==> src/rtl/color_sensor_filter.sv <==
// Debounces the edge/corner colour sensors after each move sequence: settle, then require a
// run of identical valid samples, with a flagged timeout fallback.
module color_sensor_filter #(
    parameter int unsigned SETTLE_CYCLES  = 2_000_000,
    parameter int unsigned STABLE_COUNT   = 16,
    parameter int unsigned TIMEOUT_CYCLES = 8_000_000
) (
    input  logic       clock,
    input  logic       reset,
    input  logic [2:0] edge_raw,
    input  logic [2:0] corner_raw,
    input  logic       raw_valid,
    input  logic       moves_done,
    output logic [2:0] edge_color_sensor,
    output logic [2:0] corner_color_sensor,
    output logic       color_sensor_stable,
    output logic       sensor_timeout,
    output logic [5:0] obs_count
);

    localparam int unsigned SettleW  = $clog2(SETTLE_CYCLES + 1);
    localparam int unsigned RunW     = $clog2(STABLE_COUNT + 1);
    localparam int unsigned TimeoutW = $clog2(TIMEOUT_CYCLES + 1);

    localparam logic [SettleW-1:0]  SettleLoad = SettleW'(SETTLE_CYCLES);
    localparam logic [RunW-1:0]     RunMax     = RunW'(STABLE_COUNT);
    localparam logic [TimeoutW-1:0] TimeoutMax = TimeoutW'(TIMEOUT_CYCLES);

    typedef enum logic [1:0] {StIdle, StSettle, StSample} state_t;

    state_t              r_state;
    logic [SettleW-1:0]  r_settle_cnt;
    logic [RunW-1:0]     r_run;
    logic [TimeoutW-1:0] r_to_cnt;
    logic [2:0]          r_cand_edge;
    logic [2:0]          r_cand_corner;
    logic [2:0]          r_edge_out;
    logic [2:0]          r_corner_out;
    logic                r_stable;
    logic                r_timeout;
    logic [5:0]          r_obs;

    logic                w_edge_ok;
    logic                w_corner_ok;
    logic [RunW-1:0]     w_run;
    logic [2:0]          w_cand_edge;
    logic [2:0]          w_cand_corner;
    logic                w_done_stable;
    logic                w_done_timeout;

    assign w_edge_ok   = (edge_raw <= 3'd5);
    assign w_corner_ok = (corner_raw <= 3'd5);

    // Next candidate/run including this cycle's sample, so a completing or timing-out
    // cycle latches the freshest candidates.
    always_comb begin
        w_run         = r_run;
        w_cand_edge   = r_cand_edge;
        w_cand_corner = r_cand_corner;
        if (raw_valid) begin
            if (!(w_edge_ok && w_corner_ok)) begin
                w_cand_edge   = 3'd7;
                w_cand_corner = 3'd7;
                w_run         = '0;
            end else if (edge_raw == r_cand_edge && corner_raw == r_cand_corner) begin
                if (r_run != RunMax) begin
                    w_run = r_run + RunW'(1);
                end
            end else begin
                w_cand_edge   = edge_raw;
                w_cand_corner = corner_raw;
                w_run         = RunW'(1);
            end
        end
        w_done_stable  = (w_run == RunMax);
        w_done_timeout = ((r_to_cnt + TimeoutW'(1)) == TimeoutMax);
    end

    always_ff @(posedge clock) begin
        if (reset) begin
            r_state       <= StIdle;
            r_settle_cnt  <= '0;
            r_run         <= '0;
            r_to_cnt      <= '0;
            r_cand_edge   <= 3'd7;
            r_cand_corner <= 3'd7;
            r_edge_out    <= 3'd0;
            r_corner_out  <= 3'd0;
            r_stable      <= 1'b0;
            r_timeout     <= 1'b0;
            r_obs         <= 6'd0;
        end else begin
            r_stable <= 1'b0;
            case (r_state)
                StIdle: begin
                    if (moves_done) begin
                        r_state      <= StSettle;
                        r_settle_cnt <= SettleLoad;
                    end
                end
                StSettle: begin
                    if (moves_done) begin
                        r_settle_cnt <= SettleLoad;
                    end else if (r_settle_cnt == SettleW'(1)) begin
                        r_state       <= StSample;
                        r_run         <= '0;
                        r_to_cnt      <= '0;
                        r_cand_edge   <= 3'd7;
                        r_cand_corner <= 3'd7;
                    end else begin
                        r_settle_cnt <= r_settle_cnt - SettleW'(1);
                    end
                end
                StSample: begin
                    if (w_done_stable || w_done_timeout) begin
                        r_edge_out   <= w_cand_edge;
                        r_corner_out <= w_cand_corner;
                        r_timeout    <= !w_done_stable;
                        r_stable     <= 1'b1;
                        r_obs        <= r_obs + 6'd1;
                        r_state      <= StIdle;
                    end else begin
                        r_run         <= w_run;
                        r_cand_edge   <= w_cand_edge;
                        r_cand_corner <= w_cand_corner;
                        r_to_cnt      <= r_to_cnt + TimeoutW'(1);
                    end
                    // A new move sequence overrides both completion and continued sampling.
                    if (moves_done) begin
                        r_state      <= StSettle;
                        r_settle_cnt <= SettleLoad;
                    end
                end
                default: r_state <= StIdle;
            endcase
        end
    end

    assign edge_color_sensor   = r_edge_out;
    assign corner_color_sensor = r_corner_out;
    assign color_sensor_stable = r_stable;
    assign sensor_timeout      = r_timeout;
    assign obs_count           = r_obs;

endmodule
==> config.mk <==
export PLATFORM = sky130hd
export DESIGN_NAME = color_sensor_filter
export DESIGN_NICKNAME = d
export VERILOG_FILES = /design/src/rtl/color_sensor_filter.sv
export SDC_FILE = /design/constraint.sdc
export NUM_CORES = 1
export LEC_CHECK = 0
export ABC_AREA = 0
export CAP_MARGIN = 30
export CORE_ASPECT_RATIO = 0.75
export CORE_UTILIZATION = 30
export CTS_BUF_LIST = sky130_fd_sc_hd__clkbuf_4 sky130_fd_sc_hd__clkbuf_8
export CTS_CLUSTER_DIAMETER = 100
export DETAILED_ROUTE_END_ITERATION = 6
export GPL_TIMING_DRIVEN = 0
export SYNTH_ARGS = -nofsm -noshare
export SYNTH_HDL_FRONTEND = slang
export SYNTH_SLANG_ARGS = --single-unit
==> constraint.sdc <==
create_clock -name clock -period 3.1 [get_ports clock]
set_input_delay 0.62 -clock clock [delete_from_list [all_inputs] [get_ports clock]]
set_output_delay 0.62 -clock clock [all_outputs]
set_load 0.05 [all_outputs]
# [Yosys cells after proc, flatten, opt, wreduce, memory -nomap -nowiden]
# Cells that the tools add are included.
[totals] wordCells=81 out_inout_bits=14 regBits=71 input_bits=10
[op_classes] mux=35 bitwise_logic=1 reduce_logical=13 eq_ne=15 add_sub_neg=4 n_lt_le_gt_ge=2
[ops] operator="23-bit two-way mux" n=3
[ops] operator="21-bit two-way mux" n=3
[ops] operator="23-bit case mux with 2 select lines" n=1
[ops] operator="21-bit case mux with 2 select lines" n=1
[ops] operator="5-bit two-way mux" n=7
[ops] operator="3-bit two-way mux" n=10
[ops] operator="23-bit by 1-bit adder with 23-bit output, second input constant" n=1
[ops] operator="23-bit == test, second input constant" n=1
[ops] operator="21-bit by 1-bit == test with 1-bit output, second input constant" n=1
[ops] operator="21-bit by 1-bit subtractor with 21-bit output, second input constant" n=1
[ops] operator="3-bit case mux with 2 select lines" n=2
[ops] operator="2-bit two-way mux" n=5
[ops] operator="5-bit case mux with 2 select lines" n=1
[ops] operator="2-bit != test, second input constant" n=4
[ops] operator="4-bit AND reduction" n=2
[ops] operator="6-bit by 1-bit adder with 6-bit output, second input constant" n=1
[ops] operator="3-bit == test" n=2
[ops] operator="3-bit <= comparator, second input constant" n=2
[ops] operator="3-bit != test, second input constant" n=2
[ops] operator="2-bit case mux with 3 select lines" n=1
[ops] operator="5-bit by 1-bit adder with 5-bit output, second input constant" n=1
[ops] operator="5-bit == test, second input constant" n=1
[ops] operator="5-bit != test, second input constant" n=1
[ops] operator="2-bit nonzero test" n=2
[ops] operator="other kinds (12)" n=14

# [Logic depth before layout (Yosys ltp)]
[logic_depth] depth_word=10 mapped_depth=12 depth_no_buf=10

# [Worst setup path before layout]
# No wires, ideal clock.
[synth_timing] path_type="register to register" from="register r_settle_cnt[11]" to="register r_to_cnt[20]" setup_ns=0.069 t_arrival_ns=2.994 stages_incl_launch_ff=11 slack_ns=0.037 synth_period_minus_slack_ns=3.063 path_buffers=2 cell_sequence="dfxtp_1 -> or4_4 -> nor3_4 -> nand2_2 -> or4_1 -> or4b_1 -> buf_2 -> o31a_2 -> buf_6 -> or4_1 -> o21ai_1"
[synth_between] elab_chain_cells=3
[synth_rtl] item="start: declaration" line="32" rtl="logic [SettleW-1:0] r_settle_cnt;"
[synth_rtl] item="start signal: assignment" line="98" rtl="r_settle_cnt <= SettleLoad;"
[synth_rtl] item="start signal: assignment" line="103" rtl="r_settle_cnt <= SettleLoad;"
[synth_rtl] item="start signal: assignment" line="111" rtl="r_settle_cnt <= r_settle_cnt - SettleW'(1);"
[synth_rtl] item="21-bit by 1-bit == test with 1-bit output" line="104" rtl="end else if (r_settle_cnt == SettleW'(1)) begin"
[synth_rtl] item="2-bit != test (no line)"
[synth_rtl] item="4-bit AND reduction (no line)"
[synth_rtl] item="end signal: assignment" line="126" rtl="r_to_cnt <= r_to_cnt + TimeoutW'(1);"
[synth_rtl] item="end: declaration" line="34" rtl="logic [TimeoutW-1:0] r_to_cnt;"
# Every way passes these cells.
# A chain may end at the register's enable or synchronous reset.

# [Worst setup path in the final report]
[layout_timing] from="register r_to_cnt[0]" to="register r_to_cnt[13]"
[layout_between] elab_chain_cells=5
[layout_rtl] item="23-bit by 1-bit adder with 23-bit output (*)" line="76, 126"
[layout_rtl] item="23-bit == test" line="76" rtl="w_done_timeout = ((r_to_cnt + TimeoutW'(1)) == TimeoutMax);"
[layout_rtl] item="1-bit logical OR" line="115" rtl="if (w_done_stable || w_done_timeout) begin"
[layout_rtl] item="2-bit != test (no line)"
[layout_rtl] item="4-bit AND reduction (no line)"
# Every way passes the cells marked *; elsewhere a longest branch is shown, timed or not. The select of a mux whose other input is x is not followed.

==> flow_metrics.env <==
export IMPL_maxSlewHeadroom=0.5591
export IMPL_die_w_microns=135.3
export IMPL_multi_input_area_sq_um=2585
export IMPL_violations="design-rule violations"
export IMPL_clock_latency_ns=0.37
export IMPL_top_level_ports=24
export IMPL_cap_violations=0
export IMPL_clock_sinks=71
export IMPL_cts_root_buf="clkbuf_8"
export IMPL_fin_crit_sh=0.9688
export IMPL_clk_transition_reported_paths_ns=0.08
export IMPL_setup_viol=0
export IMPL_synthesis_area_sq_um=3998
export IMPL_dieArea_sq_um=13800
export IMPL_critPathMaxStageDelay_ns=0.50
export IMPL_rows=36
export IMPL_dp_cells=695
export IMPL_drc=1
export IMPL_initialDrtViolationCount=281
export IMPL_clockBufferDepth=2
export IMPL_gp_congestion=0.9022
export IMPL_cp_end_kind="flop"
export IMPL_routed_via_density=5.613
export IMPL_die_h_microns=102.0
export IMPL_hold_violations=0
export IMPL_cp_required_ns=3.39
export IMPL_drt_wirelength_per_cell_microns=16.39
export IMPL_wl_mm=11.95
export IMPL_hpwlAfterDp_mm=7.933
export IMPL_ir_drop_mv=0.2431
export IMPL_grt_pass1_vias=3927
export IMPL_yosysSeqAreaShare=0.3556
export IMPL_ff_latch_area_sq_um=1433
export IMPL_overflow=0
export IMPL_fillCellCount=1316
export IMPL_layout_min_cycle_time_ns=3.003
export IMPL_antenna_found_initial=0
export IMPL_ys_ff_latch=71
export IMPL_ant_nets=0
export IMPL_vias=4092
export IMPL_grt_pass1_wl_mm=19.11
export IMPL_status="finished, violations left"
export IMPL_finalMaxSlewViolations=0
export IMPL_start_kind="flop"
export IMPL_fin_nets=569
export IMPL_syn_num_nets=518
export IMPL_holdWs_ns=0.4646
export IMPL_cts_tree="built"
export IMPL_worstHoldPathType="reg2reg"
export IMPL_cpMaxStageDelayCell="or4_1"
export IMPL_crit_chain="ha_4, and3_2, nand4_1, or3_4, o211ai_1, or4_4, nand2_2, buf_4, or4_1, a21oi_1"
export IMPL_groute_usage_overall=0.1788
export IMPL_antenna_cells=0
export IMPL_power_density_nw_per_um2=385.0
export IMPL_cp_arrival_ns=3.30
export IMPL_final_cell_area_sq_um=5021
export IMPL_synthArstFlopShare=0
export IMPL_port_buffers=22
export IMPL_grt_max_degree=15
export IMPL_synth_warnings=0
export IMPL_syn_to_final_growth_pct=25.60
export IMPL_start_util=0.3082
export IMPL_synth_distinct_cells=60
export IMPL_clock_fmax_mhz=333.0
export IMPL_stdcell_count=729
export IMPL_synth_cells=502
export IMPL_fin_setup_tns_ns=0
export IMPL_h_tree_depth=3
export IMPL_synth_edf_count=0
export IMPL_critPathKind="reg2reg"
export IMPL_path_max_fanout=10
export IMPL_first_pass_iters=7
export IMPL_tightest_slew_ns=0.6589
export IMPL_avgSynthCellArea_sq_um=7.963
export IMPL_ctsHoldBuffers=0
export IMPL_skew_ns=0.009740
export IMPL_core_area_sq_um=12970
export IMPL_yosys_most_used_dff="dfxtp_1"
export IMPL_placed_area_sq_um=4432
export IMPL_numCtsBuffers=9
export IMPL_p_leak_nw=1.707
export IMPL_drive_above_1_share=0.1828
Yosys cell counts (2+ instances only):
library cell	number	area, sq um
a21oi_1	42	210.2
xor2_1	7	61.31
o22a_1	5	43.79
nand4_1	16	100.1
ha_1	6	75.07
and4_1	9	78.83
a31o_2	5	43.79
xnor2_1	24	210.2
o311ai_0	4	35.03
or3_1	9	56.30
o41ai_1	2	17.52
o21ai_0	21	105.1
a22oi_1	4	30.03
mux2_2	2	22.52
clkbuf_1	27	101.4
nand3_1	30	150.1
nor2b_1	4	25.02
nor4_1	10	62.56
buf_2	3	15.01
or4_1	14	105.1
a22o_1	2	17.52
inv_1	13	48.80
o211ai_1	7	52.55
nand2b_1	4	25.02
dfxtp_1	71	1421
a211oi_1	5	37.54
mux2i_1	4	40.04
nor3_1	22	110.1
nor2_1	55	206.5
and3_1	7	43.79
o31ai_1	5	37.54
a2bb2oi_1	2	17.52
nand2_1	29	108.9
a31oi_1	3	18.77
and2_1	4	25.02
worst max-delay path: cells and delay by family, from the launching register on:
family                     cells  cell delay (ns)
and+or+nand+nor                6             1.78
DFF                            1             0.42
AOI/OAI and AO/OA              2             0.32
buffers and inverters          1             0.21
adders and majority gates      1             0.19
layer usage:
layer	wire [microns]	up-vias	GRT usage
met5	0	-	0
met4	153	0	0.07692
met3	839	22	0.05357
met2	5429	149	0.2777
met1	5524	1953	0.2307
li1	-	1968	-
final timing paths:
kind / startpoint / endpoint / slack (ns) / cells after the start
worst max-delay path: r_to_cnt[0] / r_to_cnt[13] / 0.1 / 10
worst max register to register: r_to_cnt[0] / r_to_cnt[13] / 0.1 / 10
worst min register to register: r_to_cnt[22] / r_to_cnt[22] / 0.46 / 2
worst min-delay path: r_to_cnt[22] / r_to_cnt[22] / 0.46 / 2
cell type report:
| type | instances | share of cell area |
|---|---|---|
| Multi-Input combinational cell | 386 | 0.5148 |
| Tap cell | 171 | 0.04261 |
| Inverter | 13 | 0.009718 |
| Timing Repair Buffer | 48 | 0.08273 |
| Buffer | 24 | 0.02866 |
| Clock inverter | 7 | 0.01146 |
| Sequential cell | 71 | 0.2853 |
| Clock buffer | 9 | 0.02467 |
layout by cell type (no fill, tap or decap), types with 6 or more instances in the layout:
cell and instances:
or4_1 12, dfxtp_2 9, dfxtp_1 62, o21ai_0 14, and4_1 9, nor2_1 55, clkbuf_8 9, clkbuf_1 14
xor2_1 7, inv_1 13, nand4_1 16, nand3_1 28, or3_1 8, clkdlybuf4s50_1 22, nor3_1 18, and3_1 6
xnor2_1 24, buf_4 28, a21oi_1 42, nand2_1 28, o211ai_1 7, o21ai_1 6
repair_timing:
item / in CTS / in global routing
gates resized for setup: 33 / 40
setup buffers: 24 / 3
pin swaps: 11 / 15
cloned: 0 / 0
endpoints found under the setup margin: 47 / 51
metrics by stage:
| step | total power [W] | setup WS (ns) | util |
|---|---|---|---|
| 6_report | 0.001933 | 0.09664 | 0.3871 |
| 5_1_grt | 0.002028 | -0.02152 | 0.3871 |
| 4_1_cts | 0.001941 | -0.007824 | 0.3778 |
| 3_5_place_dp | 0.001188 | -0.8411 | 0.3416 |
| 3_3_place_gp | 0.001182 | -0.8621 | 0.3416 |
| 2_1_floorplan | 0.001134 | 0.03697 | - |
report_power, final:
part           leakage (nW)  internal (W)  switching [W]  total, W
clock                0.0877      0.000299       0.000393  0.000692
sequential            0.581      0.000934      0.0000300  0.000965
combinational          1.04      0.000135       0.000141  0.000276
cell families (layout without fill, tap and decap cells):
| kind of cell | Yosys count | after routing | synth area share |
|---|---|---|---|
| compound gates | 119 | 119 | 0.1928 |
| xor+xnor | 31 | 31 | 0.06792 |
| fa+ha+maj | 6 | 6 | 0.01878 |
| buf+inv | 45 | 101 | 0.04507 |
| flops | 71 | 71 | 0.3556 |
| mux | 6 | 6 | 0.01565 |
| simple gates | 224 | 224 | 0.3042 |
state kept, by name (all words and copies together) (netlist names), 2 cells and up:
name,count
r_cand_corner,3
r_run,5
edge_color_sensor,3
r_to_cnt,23
r_cand_edge,3
corner_color_sensor,3
obs_count,6
r_state,2
r_settle_cnt,21
Note: power is estimated with default switching activity, not from simulation.
